`src/rtl/ifu_axil_if.sv`:
```
// Bundle of IFU request/response, AXI-lite read channels and the idle write channels
// between the instruction-fetch master and its environment.
interface ifu_axil_if #(
    parameter int ADDR_W = 32,
    parameter int DATA_W = 32
);
    logic              req_valid;
    logic              req_ready;
    logic [ADDR_W-1:0] req_addr;
    logic              flush;
    logic              inst_valid;
    logic              inst_ready;
    logic [DATA_W-1:0] inst;
    logic [ADDR_W-1:0] inst_pc;
    logic              inst_err;

    logic [ADDR_W-1:0] araddr;
    logic              arvalid;
    logic              arready;
    logic [DATA_W-1:0] rdata;
    logic [1:0]        rresp;
    logic              rvalid;
    logic              rready;

    logic [ADDR_W-1:0]   awaddr;
    logic                awvalid;
    logic                awready;
    logic [DATA_W-1:0]   wdata;
    logic [DATA_W/8-1:0] wstrb;
    logic                wvalid;
    logic                wready;
    logic [1:0]          bresp;
    logic                bvalid;
    logic                bready;

    modport master (
        input  req_valid, req_addr, flush, inst_ready,
        input  arready, rdata, rresp, rvalid,
        input  awready, wready, bresp, bvalid,
        output req_ready, inst_valid, inst, inst_pc, inst_err,
        output araddr, arvalid, rready,
        output awaddr, awvalid, wdata, wstrb, wvalid, bready
    );

    modport slave (
        output req_valid, req_addr, flush, inst_ready,
        output arready, rdata, rresp, rvalid,
        output awready, wready, bresp, bvalid,
        input  req_ready, inst_valid, inst, inst_pc, inst_err,
        input  araddr, arvalid, rready,
        input  awaddr, awvalid, wdata, wstrb, wvalid, bready
    );
endinterface

```
`src/rtl/ifu_axil_master.sv`:
```
// Instruction-fetch AXI-lite read master: one outstanding read, flush drops an in-flight
// fetch after it completes on the bus, misaligned PCs are reported without touching the bus.
module ifu_axil_master #(
    parameter int                ADDR_W   = 32,
    parameter int                DATA_W   = 32,
    parameter logic [DATA_W-1:0] INST_NOP = 32'h0000_0013
) (
    input logic         clk,
    input logic         rst,
    ifu_axil_if.master  bus
);

    typedef enum logic [1:0] {
        IDLE = 2'd0,
        ADDR = 2'd1,
        DATA = 2'd2,
        HOLD = 2'd3
    } state_e;

    state_e            state_q, state_d;
    logic [ADDR_W-1:0] pc_q, pc_d;
    logic [DATA_W-1:0] inst_q, inst_d;
    logic [ADDR_W-1:0] inst_pc_q, inst_pc_d;
    logic              err_q, err_d;
    logic              drop_q, drop_d;
    logic              unused_s;

    // State and datapath registers
    always_ff @(posedge clk) begin
        if (rst) begin
            state_q   <= IDLE;
            pc_q      <= {ADDR_W{1'b0}};
            inst_q    <= INST_NOP;
            inst_pc_q <= {ADDR_W{1'b0}};
            err_q     <= 1'b0;
            drop_q    <= 1'b0;
        end else begin
            state_q   <= state_d;
            pc_q      <= pc_d;
            inst_q    <= inst_d;
            inst_pc_q <= inst_pc_d;
            err_q     <= err_d;
            drop_q    <= drop_d;
        end
    end

    // Next-state and capture logic
    always_comb begin
        state_d   = state_q;
        pc_d      = pc_q;
        inst_d    = inst_q;
        inst_pc_d = inst_pc_q;
        err_d     = err_q;
        drop_d    = drop_q;
        case (state_q)
            IDLE: begin
                drop_d = 1'b0;
                if (bus.req_valid && !bus.flush) begin
                    pc_d = bus.req_addr;
                    if (bus.req_addr[1:0] == 2'b00) begin
                        state_d = ADDR;
                    end else begin
                        // misaligned PC: report as an errored NOP, no bus read
                        state_d   = HOLD;
                        inst_d    = INST_NOP;
                        inst_pc_d = bus.req_addr;
                        err_d     = 1'b1;
                    end
                end else begin
                    state_d = IDLE;
                end
            end
            ADDR: begin
                // the AR beat is never withdrawn; a flush only marks the result for discard
                if (bus.flush) begin
                    drop_d = 1'b1;
                end else begin
                    drop_d = drop_q;
                end
                if (bus.arready) begin
                    state_d = DATA;
                end else begin
                    state_d = ADDR;
                end
            end
            DATA: begin
                if (bus.rvalid) begin
                    if (drop_q || bus.flush) begin
                        state_d = IDLE;
                        drop_d  = 1'b0;
                    end else begin
                        state_d   = HOLD;
                        inst_d    = bus.rdata;
                        inst_pc_d = pc_q;
                        err_d     = (bus.rresp != 2'b00);
                    end
                end else if (bus.flush) begin
                    drop_d = 1'b1;
                end else begin
                    state_d = DATA;
                end
            end
            HOLD: begin
                if (bus.flush || bus.inst_ready) begin
                    state_d = IDLE;
                    drop_d  = 1'b0;
                end else begin
                    state_d = HOLD;
                end
            end
            default: begin
                state_d = IDLE;
                drop_d  = 1'b0;
            end
        endcase
    end

    assign bus.req_ready  = (state_q == IDLE) && !bus.flush;
    assign bus.arvalid    = (state_q == ADDR);
    assign bus.araddr     = pc_q;
    assign bus.rready     = (state_q == DATA);
    assign bus.inst_valid = (state_q == HOLD);
    assign bus.inst       = (state_q == HOLD) ? inst_q : INST_NOP;
    assign bus.inst_pc    = inst_pc_q;
    assign bus.inst_err   = (state_q == HOLD) && err_q;

    // Write channels exist only for bus completeness
    assign bus.awaddr  = {ADDR_W{1'b0}};
    assign bus.awvalid = 1'b0;
    assign bus.wdata   = {DATA_W{1'b0}};
    assign bus.wstrb   = {(DATA_W/8){1'b0}};
    assign bus.wvalid  = 1'b0;
    assign bus.bready  = 1'b0;
    assign unused_s    = ^{bus.awready, bus.wready, bus.bresp, bus.bvalid};

endmodule

```
`src/flat_wrapper.sv`:
```
// flat-port wrapper written by rule: the top's interface ports become plain ports
module ifu_axil_master_flat 
#(
    parameter int                ADDR_W   = 32,
    parameter int                DATA_W   = 32,
    parameter logic [DATA_W-1:0] INST_NOP = 32'h0000_0013
)
  (clk, rst, bus_req_valid, bus_req_addr, bus_flush, bus_inst_ready, bus_arready, bus_rdata, bus_rresp, bus_rvalid, bus_awready, bus_wready, bus_bresp, bus_bvalid, bus_req_ready, bus_inst_valid, bus_inst, bus_inst_pc, bus_inst_err, bus_araddr, bus_arvalid, bus_rready, bus_awaddr, bus_awvalid, bus_wdata, bus_wstrb, bus_wvalid, bus_bready);
  ifu_axil_if #(.ADDR_W(ADDR_W), .DATA_W(DATA_W)) bus_i ();
  input logic clk;
  input logic rst;
  input wire logic [$bits(bus_i.req_valid)-1:0] bus_req_valid;
  input wire logic [$bits(bus_i.req_addr)-1:0] bus_req_addr;
  input wire logic [$bits(bus_i.flush)-1:0] bus_flush;
  input wire logic [$bits(bus_i.inst_ready)-1:0] bus_inst_ready;
  input wire logic [$bits(bus_i.arready)-1:0] bus_arready;
  input wire logic [$bits(bus_i.rdata)-1:0] bus_rdata;
  input wire logic [$bits(bus_i.rresp)-1:0] bus_rresp;
  input wire logic [$bits(bus_i.rvalid)-1:0] bus_rvalid;
  input wire logic [$bits(bus_i.awready)-1:0] bus_awready;
  input wire logic [$bits(bus_i.wready)-1:0] bus_wready;
  input wire logic [$bits(bus_i.bresp)-1:0] bus_bresp;
  input wire logic [$bits(bus_i.bvalid)-1:0] bus_bvalid;
  output wire logic [$bits(bus_i.req_ready)-1:0] bus_req_ready;
  output wire logic [$bits(bus_i.inst_valid)-1:0] bus_inst_valid;
  output wire logic [$bits(bus_i.inst)-1:0] bus_inst;
  output wire logic [$bits(bus_i.inst_pc)-1:0] bus_inst_pc;
  output wire logic [$bits(bus_i.inst_err)-1:0] bus_inst_err;
  output wire logic [$bits(bus_i.araddr)-1:0] bus_araddr;
  output wire logic [$bits(bus_i.arvalid)-1:0] bus_arvalid;
  output wire logic [$bits(bus_i.rready)-1:0] bus_rready;
  output wire logic [$bits(bus_i.awaddr)-1:0] bus_awaddr;
  output wire logic [$bits(bus_i.awvalid)-1:0] bus_awvalid;
  output wire logic [$bits(bus_i.wdata)-1:0] bus_wdata;
  output wire logic [$bits(bus_i.wstrb)-1:0] bus_wstrb;
  output wire logic [$bits(bus_i.wvalid)-1:0] bus_wvalid;
  output wire logic [$bits(bus_i.bready)-1:0] bus_bready;
  assign bus_i.req_valid = bus_req_valid;
  assign bus_i.req_addr = bus_req_addr;
  assign bus_i.flush = bus_flush;
  assign bus_i.inst_ready = bus_inst_ready;
  assign bus_i.arready = bus_arready;
  assign bus_i.rdata = bus_rdata;
  assign bus_i.rresp = bus_rresp;
  assign bus_i.rvalid = bus_rvalid;
  assign bus_i.awready = bus_awready;
  assign bus_i.wready = bus_wready;
  assign bus_i.bresp = bus_bresp;
  assign bus_i.bvalid = bus_bvalid;
  assign bus_req_ready = bus_i.req_ready;
  assign bus_inst_valid = bus_i.inst_valid;
  assign bus_inst = bus_i.inst;
  assign bus_inst_pc = bus_i.inst_pc;
  assign bus_inst_err = bus_i.inst_err;
  assign bus_araddr = bus_i.araddr;
  assign bus_arvalid = bus_i.arvalid;
  assign bus_rready = bus_i.rready;
  assign bus_awaddr = bus_i.awaddr;
  assign bus_awvalid = bus_i.awvalid;
  assign bus_wdata = bus_i.wdata;
  assign bus_wstrb = bus_i.wstrb;
  assign bus_wvalid = bus_i.wvalid;
  assign bus_bready = bus_i.bready;
  ifu_axil_master #(.ADDR_W(ADDR_W), .DATA_W(DATA_W), .INST_NOP(INST_NOP)) u_core (.clk(clk), .rst(rst), .bus(bus_i));
endmodule
```
`config.mk`:
```
export PLATFORM = sky130hd
export DESIGN_NAME = ifu_axil_master_flat
export DESIGN_NICKNAME = d
export VERILOG_FILES = /design/src/rtl/ifu_axil_if.sv /design/src/rtl/ifu_axil_master.sv /design/src/flat_wrapper.sv
export SDC_FILE = /design/constraint.sdc
export NUM_CORES = 1
export LEC_CHECK = 0
export CORE_ASPECT_RATIO = 0.8
export CORE_MARGIN = 2
export CORE_UTILIZATION = 35
export CTS_BUF_LIST = sky130_fd_sc_hd__clkbuf_8 sky130_fd_sc_hd__clkbuf_16
export CTS_CLUSTER_SIZE = 12
export DETAILED_ROUTE_END_ITERATION = 10
export PLACE_DENSITY = 0.74
export SLEW_MARGIN = 20
export SYNTH_ARGS = -nofsm -noshare
export SYNTH_HDL_FRONTEND = slang
export SYNTH_SLANG_ARGS = --single-unit
```
`constraint.sdc`:
```
create_clock -name clk -period 2.2 [get_ports clk]
set_input_delay 0.33 -clock clk [delete_from_list [all_inputs] [get_ports clk]]
set_output_delay 0.33 -clock clk [all_outputs]
set_load 0.005 [all_outputs]
```
==> results.json, run 1 <==
{
  "status": "finished clean",
  "wire_per_inst_microns": 15.37,
  "globalplace.congestion": 0.7652,
  "wl_met3_mm": 1.159,
  "async_reset_ff_share_pct": 0,
  "grt_max_degree": 47,
  "grt_pass1_wl_mm": 22.51,
  "num_vias": 4457,
  "dp_cells": 913,
  "netlist_area_sq_mm": 0.005170,
  "rows": 39,
  "critical_path_class": "flop to output port",
  "dr.pass1.iters": 4,
  "clkSinkCount": 100,
  "fillers": 1349,
  "grt_pass1_vias": 4186,
  "tightest_slew_ns": 0.6430,
  "period_share_pct": 95.94,
  "rr_startpoint": "u_core.state_q[0]",
  "avgSynthCellArea_sq_um": 8.807,
  "hold_path.class": "flop to flop",
  "die_width_microns": 139.9,
  "die_h_microns": 112.7,
  "multiInputGateArea_sq_mm": 0.002626,
  "antenna_found_initial": 0,
  "postCtsHoldBufs": 0,
  "drv_slew": 0,
  "overflow": 0,
  "clk_latency_ns": 0.34,
  "cts_max_level": 3,
  "drc": 0,
  "fin_crit_ns": 2.111,
  "r2r_slack_ns": 0.41,
  "critPathArrivalTime_ns": 1.78,
  "worstHoldStart": "u_core.bus.araddr[3]",
  "antenna_left": 0,
  "netlist_instances": 587,
  "synth_area_leaders": "dfxtp_1 39%, buf_4 11%, a21oi_1 9.2%",
  "worst_r2r_path_depth": 6,
  "vdd_drop_max_mv": 0.4176,
  "finalHoldViolations": 0,
  "port_buffers": 173,
  "synth.largest_area_cell": "dfxtp_1",
  "core-area_sq_mm": 0.01435,
  "slew-limit-headroom_pct": 57.14,
  "worstReg2RegEnd": "u_core.bus.inst_pc[27]",
  "setup_viol": 0,
  "clk_path_buf_depth": 2,
  "wl_met2_mm": 6.649,
  "ys_seq_area_share_pct": 38.72,
  "fin_tns_setup_ns": 0,
  "vias_per_cell": 4.798,
  "min_path_cells": 2,
  "end_kind": "output port",
  "cts_made_buffers": 9,
  "cts.reportedPaths.clkPinSlew_ns": 0.06,
  "start_kind": "flop",
  "top_layer_used": "met4",
  "seq_area_sq_mm": 0.002004,
  "required_ns": 1.87,
  "hpwl_mm": 9.731,
  "dieArea_sq_mm": 0.01577,
  "leakage_nw": 2.581,
  "num_io_pins": 250,
  "grtUsageTotal_pct": 17.68,
  "max_cap_violations": 0,
  "fin_cells": 929,
  "diodes": 0,
  "critPathMaxFanout": 35,
  "fmax_mhz": 473.8,
  "m1WireLength_mm": 6.316,
  "synth-seq-cells": 100,
  "holdWs_ns": 0.4680,
  "hold_path_end": "u_core.bus.araddr[3]",
  "cts_tree": "built",
  "fin_util_pct": 50.58,
  "power_mw": 4.869,
  "area_growth_pct": 40.37,
  "first_iter_violations": 213,
  "wl_mm": 14.28,
  "grt_setup_unrepaired": "no",
  "synth_edf_count": 0,
  "synth.distinct_cells": 35,
  "clock_skew_ns": 0.008295,
  "synth_top_area_share_pct": 38.72,
  "final_nets": 824,
  "synthFlopType": "dfxtp_1",
  "power_density_mw_per_mm2": 670.9,
  "initial_core_util_pct": 36.04,
  "yosysWarnings": 0,
  "drive_gt1_share_pct": 10.60,
  "cts_root_buf": "clkbuf_16"
}
-- worst max path at each step --
stage                      startpoint                      to  cells past startpoint
finish              u_core.state_q[1]            bus_inst[11]                      4
global route        u_core.state_q[1]            bus_inst[11]                      4
CTS                 u_core.state_q[1]            bus_inst[11]                      4
detailed placement          bus_flush           bus_req_ready                      3
global placement            bus_flush           bus_req_ready                      3
floorplan           u_core.state_q[0]  u_core.bus.inst_pc[10]                      7
-- layout make-up --
type	count	share of cell area (%)
multi-input combinational	431	36.19
timing repair buffer	193	28.14
sequential	100	27.62
clock buffer	11	3.483
tap	184	3.172
clock inverter	5	1.138
inverter	5	0.2586
-- flip-flops by register name (all words and copies together), names as in the netlist --
register	count
u_core.state_q	2
u_core.bus.inst_pc	32
u_core.err_q	1
u_core.drop_q	1
u_core.bus.araddr	32
u_core.inst_q	32
-- cell usage in the layout (no fill, tap or decap), types with 5 or more instances in the layout --
cell and count:
clkdlybuf4s50_1 172, dfxtp_1 98, a21oi_1 95, conb_1 71, nand2_1 67, mux2i_1 35
and2_1 31, a211oi_2 30, o21ai_1 30, nand4_1 29, buf_12 13, clkbuf_16 9
nor2_1 8, buf_4 8, ha_1 5
-- cells in the mapped netlist (2+ instances only) --
cell type and n:
dfxtp_1 100, a21oi_1 95, buf_4 76, nand2_1 67, mux2i_1 35, and2_1 31
a211oi_2 30, o21ai_1 30, nand4_1 29, clkbuf_1 23, buf_2 17, nor2_1 8
ha_1 6, buf_6 5, inv_1 5, nor3b_1 4, a211oi_1 3, nand2b_1 3
nor2b_1 3, o21ai_0 2
-- metrics by stage --
stage          instance area, sq um  setup slack, ns
3_3_place_gp                   6917           0.1383
6_report                       7257          0.08922
4_1_cts                        7252         0.007140
3_5_place_dp                   6917           0.1402
5_1_grt                        7257          0.01974
2_1_floorplan                  5433           0.5488
-- where the power goes --
group	switching, mW	internal [mW]	total, mW
Sequential	0.0663	1.93	1.99
Clock	0.690	1.06	1.75
Combinational	0.555	0.569	1.12
-- critical path, stage by stage, from the launching register on --
cell	delay [ns]
dfxtp_2	0.37
ha_1	0.20
buf_12	0.19
and2_1	0.15
clkdlybuf4s50_1	0.53
-- per-layer routing --
| metal | vias to the layer above | GRT usage [%] |
|---|---|---|
| li1 | 2200 | - |
| met1 | 2104 | 23.02 |
| met2 | 137 | 27.80 |
| met3 | 16 | 6.686 |
| met4 | 0 | 4.533 |
| met5 | - | 0 |
-- logic make-up after synthesis --
family,count (synthesis),share of synthesized area [%]
AO/OA/AOI/OAI,167,21.15
AND/OR/NAND/NOR,150,15.30
buffers and inverters,126,15.80
flip-flops,100,38.72
multiplexers,37,7.502
adder cells (fa/ha/maj),6,1.452
other,1,0.07253
-- repair_timing --
item	4_1_cts	5_1_grt
endpoints found under the setup margin	0	31
resized for setup	0	4
buffers inserted	0	0
Note: power is estimated with default switching activity, not from simulation.
==> run 2, diff against run 1 <==
--- a/config.mk
+++ b/config.mk
@@ -11,7 +11,7 @@
 export CTS_BUF_LIST = sky130_fd_sc_hd__clkbuf_8 sky130_fd_sc_hd__clkbuf_16
 export CTS_CLUSTER_SIZE = 12
 export DETAILED_ROUTE_END_ITERATION = 10
-export PLACE_DENSITY = 0.74
+export PLACE_DENSITY = 0.76
 export SLEW_MARGIN = 20
 export SYNTH_ARGS = -nofsm -noshare
 export SYNTH_HDL_FRONTEND = slang
==> constraint.sdc (replaced) <==
create_clock -name clk -period 1.7 [get_ports clk]
set_input_delay 0.255 -clock clk [delete_from_list [all_inputs] [get_ports clk]]
set_output_delay 0.255 -clock clk [all_outputs]
set_load 0.005 [all_outputs]
==> results.json, run 2 (same netlist as run 1, synthesis figures left out) <==
{
  "grt_pass1_wl_mm": 22.83,
  "leakage_nw": 2.836,
  "initial_core_util_pct": 36.04,
  "wl_mm": 14.99,
  "required_ns": 1.44,
  "crit_path_cell_trace": "ha_4, buf_4, buf_6, buf_6, and2_1, buf_2",
  "start_kind": "flop",
  "vias_per_cell": 4.750,
  "layout_common_cells": "135 x clkdlybuf4s50_1, 98 x dfxtp_1, 80 x a21oi_1, 71 x conb_1, 67 x nand2_1",
  "tightest_slew_ns": 0.6023,
  "overflow": 0,
  "critPathTopFamily": "buffers and inverters",
  "max_cap_violations": 0,
  "hpwl_mm": 9.825,
  "cts_made_buffers": 9,
  "clockPowerShare_pct": 32.6,
  "clkSinkCount": 100,
  "diodes": 0,
  "drc": 0,
  "drv_slew": 0,
  "critical_path_class": "flop to output port",
  "path_common_cell": "buf_6",
  "globalplace.congestion": 0.8215,
  "grt_max_degree": 43,
  "grt_setup_unrepaired": "yes",
  "finalHoldViolations": 0,
  "critPathArrivalTime_ns": 1.49,
  "cts_root_buf": "clkbuf_16",
  "postCtsHoldBufs": 0,
  "seqPwrFrac_pct": 41.7,
  "num_vias": 4541,
  "period_share_pct": 102.8,
  "critPathBufInv": 4,
  "vdd_drop_max_mv": 0.4322,
  "slew-limit-headroom_pct": 59.84,
  "cts.reportedPaths.clkPinSlew_ns": 0.07,
  "setup_viol": 11,
  "final_nets": 852,
  "setup_ws_ns": -0.04745,
  "antenna_found_initial": 0,
  "drive_gt1_share_pct": 21.37,
  "clock_skew_ns": 0.007605,
  "violations": "setup timing",
  "swShare_pct": 28.50,
  "fin_crit_ns": 1.747,
  "grt_pass1_vias": 4297,
  "fin_util_pct": 52.57,
  "crit_slowest_cell": "dfxtp_4",
  "wire_per_inst_microns": 15.68,
  "port_buffers": 173,
  "status": "complete, but fails checks",
  "cts_tree": "built",
  "critPathMaxFanout": 5,
  "power_mw": 6.225,
  "cts_max_level": 3,
  "grtUsageTotal_pct": 17.85,
  "intPower_mw": 4.451,
  "antenna_left": 0,
  "core-area_sq_mm": 0.01435,
  "power_density_mw_per_mm2": 825.3,
  "rows": 39,
  "first_iter_violations": 210,
  "fmax_mhz": 572.3,
  "die_width_microns": 139.9,
  "die_h_microns": 112.7,
  "switching_power_mw": 1.774,
  "area_growth_pct": 45.89,
  "clk_latency_ns": 0.34,
  "hold_path.class": "input port to flop",
  "dr.pass1.iters": 4,
  "fin_tns_setup_ns": -0.4641,
  "mostFrequentLayoutCell": "clkdlybuf4s50_1",
  "end_kind": "output port",
  "combPwrFrac_pct": 25.7,
  "slowest_delay_ns": 0.36,
  "dieArea_sq_mm": 0.01577,
  "num_io_pins": 250,
  "clk_path_buf_depth": 2
}
==> run 2: cell count changes in the layout (fill, tap and decap cells not counted), moves of 3 or more <==
cell and delta:
ha_1 -3, buf_4 +16, dlygate4sd2_1 +3, a21oi_1 -15
a21oi_4 +3, clkdlybuf4s15_2 +4, clkdlybuf4s15_1 +3, and2_4 +6
a21oi_2 +12, buf_6 +11, clkdlybuf4s50_1 -37, and2_1 -7
buf_2 +23
==> run 2: power by group through the flow <==
stage | logic [mW] | clock network, mW | registers (mW)
after global routing | 1.72 | 2.21 | 2.61
after floorplan | 0.841 | 0 | 2.63
after global placement | 1.46 | 0 | 2.63
after CTS | 1.51 | 2.08 | 2.58
final | 1.60 | 2.03 | 2.59
after detailed placement | 1.49 | 0 | 2.63
==> run 2: area by class of cell <==
cell class	instances	area, sq um
clock buffer	9	225.2
clock inverter	6	65.06
fill	1365	6804
inverter	5	18.77
multi-input combinational	431	2771
sequential	100	2009
tap	184	230.2
timing repair buffer	221	2222
==> run 2: what timing repair did <==
item                       CTS  global route
gates cloned                 3             3
setup endpoints to repair   51            51
resized for setup          147            37
pin swaps                    1             5
setup buffers                6             2
==> run 2: metal layers <==
layer  wire [microns]  part of all wire [%]  track usage, %  vias up
li1                 -                     -               -     2260
met1             6830                    46           23.82     2125
met2             6998                    47           28.36      141
met3              975                   6.5           5.375       15
met4              182                   1.2           4.667        0
met5                0                     0               0        -
==> run 2: worst paths after layout <==
path / from / end / slack [ns] / depth (start not counted)
setup / recovery: u_core.state_q[0] / bus_inst[10] / -0.05 / 6
hold / removal: rst / u_core.bus.araddr[8] / 0.41 / 2
setup reg to reg: u_core.state_q[1] / u_core.state_q[0] / -0.02 / 7
hold reg to reg: u_core.bus.araddr[24] / u_core.bus.araddr[24] / 0.47 / 2
==> run 2: through the flow <==
step	instances	area, sq um	setup WS (ns)	hold WS (ns)
6_report	956	7542	-0.04745	0.4109
5_1_grt	956	7542	-0.09848	0.4425
3_5_place_dp	929	7049	-0.1910	0.4618
4_1_cts	953	7380	0.0003586	0.4198
2_1_floorplan	657	5433	0.04877	0.3910
3_3_place_gp	929	7049	-0.1104	0.4560
